File: src/rtl/uart_pkg.sv
// Shared definitions for the UART receive path: FSM states and frame constants.
package uart_pkg;

  localparam int DEFAULT_BAUD = 5208;
  localparam int DATA_BITS    = 8;

  typedef enum logic [2:0] {
    IDLE,
    START,
    DATA,
    STOP,
    BREAK
  } state_t;

endpackage

File: src/rtl/uart_sync.sv
// Two-flop synchronizer for an asynchronous level input; reset value is a parameter
// so idle-high lines (rx) and idle-low lines (dtr) both come out of reset quiet.
module uart_sync #(
  parameter logic RESET_VAL = 1'b1
) (
  input  logic clk,
  input  logic rstn,
  input  logic d,
  output logic q
);

  logic meta;

  always_ff @(posedge clk or negedge rstn) begin
    if (!rstn) begin
      meta <= RESET_VAL;
      q    <= RESET_VAL;
    end else begin
      meta <= d;
      q    <= meta;
    end
  end

endmodule

File: src/rtl/uart_rx.sv
// 8N1 UART receiver: mid-bit sampling, stop-bit check, one-deep output register.
// Output handshake: a byte transfers on every rising clk edge where valid && ready;
// valid stays high with data stable until that transfer, and data is meaningful only while valid=1.
module uart_rx
  import uart_pkg::*;
#(
  parameter int BAUD = DEFAULT_BAUD
) (
  input  logic                 clk,
  input  logic                 rstn,
  input  logic                 rx,
  output logic [DATA_BITS-1:0] data,
  output logic                 valid,
  input  logic                 ready,
  output logic                 frame_err,
  output logic                 overrun,
  output state_t               state
);

  localparam logic [15:0] HALF = 16'(BAUD / 2);
  localparam logic [15:0] LAST = 16'(BAUD - 1);

  logic                 rx_s;
  state_t               state_nxt;
  logic [15:0]          cnt, cnt_nxt;
  logic [2:0]           idx, idx_nxt;
  logic [DATA_BITS-1:0] shreg, shreg_nxt;
  logic                 deliver;
  logic                 ferr_nxt;
  logic                 load;

  uart_sync #(.RESET_VAL(1'b1)) u_sync (
    .clk  (clk),
    .rstn (rstn),
    .d    (rx),
    .q    (rx_s)
  );

  always_ff @(posedge clk or negedge rstn) begin
    if (!rstn) begin
      state <= IDLE;
      cnt   <= '0;
      idx   <= '0;
      shreg <= '0;
    end else begin
      state <= state_nxt;
      cnt   <= cnt_nxt;
      idx   <= idx_nxt;
      shreg <= shreg_nxt;
    end
  end

  always_comb begin
    state_nxt = state;
    cnt_nxt   = cnt + 16'd1;
    idx_nxt   = idx;
    shreg_nxt = shreg;
    deliver   = 1'b0;
    ferr_nxt  = 1'b0;
    case (state)
      IDLE: begin
        cnt_nxt = '0;
        if (!rx_s) state_nxt = START;
      end
      START: begin
        if (cnt == HALF) begin
          if (rx_s) begin
            state_nxt = IDLE;
          end else begin
            cnt_nxt   = '0;
            idx_nxt   = '0;
            state_nxt = DATA;
          end
        end
      end
      DATA: begin
        if (cnt == LAST) begin
          shreg_nxt = {rx_s, shreg[DATA_BITS-1:1]};
          cnt_nxt   = '0;
          if (idx == 3'(DATA_BITS - 1)) state_nxt = STOP;
          else                          idx_nxt   = idx + 3'd1;
        end
      end
      STOP: begin
        // Leaving at the mid-stop sample gives half a bit of slack for the next start edge.
        if (cnt == LAST) begin
          if (rx_s) begin
            deliver   = 1'b1;
            state_nxt = IDLE;
          end else begin
            ferr_nxt  = 1'b1;
            state_nxt = BREAK;
          end
        end
      end
      BREAK: begin
        cnt_nxt = '0;
        if (rx_s) state_nxt = IDLE;
      end
      default: state_nxt = IDLE;
    endcase
  end

  assign load = deliver && (!valid || ready);

  always_ff @(posedge clk or negedge rstn) begin
    if (!rstn) begin
      data      <= '0;
      valid     <= 1'b0;
      frame_err <= 1'b0;
      overrun   <= 1'b0;
    end else begin
      if (load) begin
        data  <= shreg;
        valid <= 1'b1;
      end else if (valid && ready) begin
        valid <= 1'b0;
      end
      frame_err <= ferr_nxt;
      overrun   <= deliver && valid && !ready;
    end
  end

endmodule
File: config.mk
export PLATFORM = sky130hd
export DESIGN_NAME = uart_rx
export DESIGN_NICKNAME = d
export VERILOG_FILES = /design/src/rtl/uart_pkg.sv /design/src/rtl/uart_sync.sv /design/src/rtl/uart_rx.sv
export SDC_FILE = /design/constraint.sdc
export NUM_CORES = 1
export LEC_CHECK = 0
export ABC_AREA = 1
export CAP_MARGIN = 20
export CELL_PAD_IN_SITES_DETAIL_PLACEMENT = 1
export CELL_PAD_IN_SITES_GLOBAL_PLACEMENT = 1
export CORE_MARGIN = 5
export CORE_UTILIZATION = 33
export DETAILED_ROUTE_END_ITERATION = 12
export PLACE_DENSITY_LB_ADDON = 0.1
export SYNTH_ARGS = -nofsm -noshare
export SYNTH_HDL_FRONTEND = slang
export SYNTH_SLANG_ARGS = --single-unit
export TNS_END_PERCENT = 10
File: constraint.sdc
create_clock -name clk -period 2.75 [get_ports clk]
set_clock_uncertainty 0.2 [all_clocks]
set_input_delay 0.6875 -clock clk [delete_from_list [all_inputs] [get_ports clk]]
set_output_delay 0.6875 -clock clk [all_outputs]
set_load 0.01 [all_outputs]
==> flow_summary.yaml <==
clocking:
  root_buffer: "clkbuf_8"
  htreeDepth: 2
  cts_resized: 0
  cts_setup_buffers: 0
  numCtsBuffers: 5
  clkTransAtPathRegs_ns: 0.09
  clk_latency_ns: 0.30
  clockBufferDepth: 2
  cts.hold.buffers_added: 0
  cts_tree: "done"
  cts_sinks: 43
floorplan:
  die_h_um: 95.37
  pin_count: 18
  rows: 31
  dieArea_mm2: 0.009094
  core_mm2: 0.007176
  die_w_um: 95.37
  initial_core_util: 0.3351
pwr:
  power.net_switching_uw: 266.3
  powerDensity_mw_per_mm2: 393.6
  clock_power_share: 0.394
  pwr-share-seq: 0.583
  combinationalPowerShare: 0.023
  netSwitchingFraction: 0.2443
  peakVddDrop_mv: 0.1811
  power.internal_uw: 823.6
  p_leak_nw: 1.381
run_status:
  outcome: "completed"
timing:
  max-slew-margin-rel: 0.6899
  min_period_ns: 2.261
  worst_hold_slack_ns: 0.09198
  setup_viol: 0
  final.setup.worst_slack_ns: 0.4887
  tightest_slew_ns: 0.4616
  slew_violations: 0
  fmax_mhz: 442.2
  rsz0062_at_grt: "false"
  finalHoldViolCount: 0
  period_share: 0.8223
  finalSetupTns_ns: 0
final_layout:
  num-nets-final: 346
  drive_gt1_frac: 0.1445
  layout_common_cells: "91 x nand2_1, 46 x nor2_1, 41 x dfrtp_1"
  final_util: 0.3859
  multi_input_area_mm2: 0.001100
  fillers: 916
  antennaDiodeCount: 0
  area_growth_pct: 15.14
  seq_area_mm2: 0.001079
  final_common_cell: "nand2_1"
setup_path:
  path_buf_inv: 1
  crit_path_max_incr_delay_ns: 0.59
  crit_arrival_ns: 1.37
  cp_slowest_cell: "clkdlybuf4s50_1"
  crit_path_start_kind: "flip-flop"
  cpLargestDelayFamily: "buffers and inverters"
  critPathKind: "reg -> out"
  crit_path_end_kind: "output port"
  crit_fanout: 7
  required_ns: 1.86
  path_cells: "clkdlybuf4s50_1"
route:
  routed_wl_um: 5617
  wl_met2_um: 2502
  drt-met1-wl_um: 2884
  firstDrtPassIters: 4
  drc: 0
  viasPerCell: 4.491
  avgRoutedWirePerCell_um: 12.82
  routed.top_layer: "met4"
  antenna_left: 0
  dr_wl_met3_um: 152
  drtIter0Drc: 54
  vias: 1967
yosys:
  yosysWarnings: 0
  synthDistinctLibCells: 29
  syn-num-nets: 326
  ys_ff_latch: 43
  ys_seq_area_frac: 0.4485
  syn_area_per_cell_um2: 7.562
  syn_inst: 318
  synth_area_mm2: 0.002405
hold_path:
  hold_class: "in -> async"
run:
  max_cap_viol_count: 0
grt:
  grt_max_degree: 31
  grt_first_pass_wirelength_um: 10100
  antenna_found_initial: 0
  grt_use_total: 0.1416
  overflow: 0
  grt_pass1_vias: 2052
placed_design:
  hpwl_um: 4308
  post-place-ws_ns: 0.6634
  portBuffers: 17
  place_congestion: 0.7970
[power by group through the flow]
stage	clock network (mW)	registers (mW)	logic, mW
finish	0.429	0.636	0.0248
global route	0.480	0.636	0.0294
CTS	0.452	0.636	0.0267
detailed placement	0	0.648	0.0267
global placement	0	0.648	0.0263
floorplan	0	0.648	0.00432
[stage by stage]
step	instance area, um2	power [mW]	cells
floorplan	2405	0.6523	318
global placement	2676	0.6743	430
detailed placement	2676	0.6750	430
CTS	2769	1.115	438
global route	2769	1.146	438
finish	2769	1.090	438
[cell usage after synthesis, drive strengths merged]
cell	instances	share of area
o21ai	10	0.033
ha	4	0.021
nand2	98	0.16
inv	48	0.075
clkinv	1	0.0036
nand4	6	0.016
a31oi	2	0.0052
dfrtp	41	0.43
nand3	30	0.070
nand3b	2	0.0062
nor2	49	0.082
and2	4	0.010
xor2	10	0.036
buf	5	0.016
o211ai	1	0.0031
a21oi	1	0.0021
nor3	4	0.010
dfstp	2	0.022
[registers in the layout, summed over array words and instances, names as in the netlist]
| signal | count |
|---|---|
| u_sync.q | 1 |
| frame_err | 1 |
| valid | 1 |
| shreg | 8 |
| state | 3 |
| idx | 3 |
| data | 8 |
| cnt | 16 |
| u_sync.meta | 1 |
| overrun | 1 |
[area by class of cell]
| type | count | area share |
|---|---|---|
| clock buffers | 5 | 0.02485 |
| clock inverters | 3 | 0.008586 |
| inverters | 49 | 0.06823 |
| multi-input cells | 221 | 0.3972 |
| flip-flops and latches | 43 | 0.3895 |
| well taps | 99 | 0.04474 |
| repair buffers | 18 | 0.06688 |
[path summary, 6_finish.rpt]
path | from | slack, ns | depth (start not counted) | endpoint
max | state[2] | 0.49 | 1 | state[2]
min | rstn | 0.09 | 1 | cnt[3]
max reg2reg | cnt[0] | 0.70 | 9 | cnt[1]
min reg2reg | u_sync.meta | 0.17 | 0 | u_sync.q
max in group asynchronous | rstn | 1.70 | 2 | u_sync.q
min in group clk | u_sync.meta | 0.17 | 0 | u_sync.q
[worst register-to-register path, stage by stage (launching register included)]
cell	delay, ns
dfrtp_1	0.40
ha_1	0.28
nand2_2	0.12
inv_2	0.09
nand2_2	0.05
nor2_2	0.11
nand2_2	0.12
nand2_1	0.10
nand3_2	0.23
and2_1	0.24
[logic make-up (layout without fill, tap and decap cells)]
group	count (synthesis)	in the layout	synth area share
buffers and inverters	54	75	0.09417
AO/OA/AOI/OAI	14	14	0.04370
flip-flops	43	43	0.4485
XOR/XNOR	10	10	0.03642
adder cells (fa/ha/maj)	4	4	0.02081
AND/OR/NAND/NOR	193	193	0.3564
[routing by layer]
metal  vias up  global-route usage
li1       1018                   -
met1       921              0.1988
met5         -                   0
met2        19              0.2181
met4         0             0.04207
met3         9             0.02999
No activity file was read; power rests on OpenSTA's default activity.
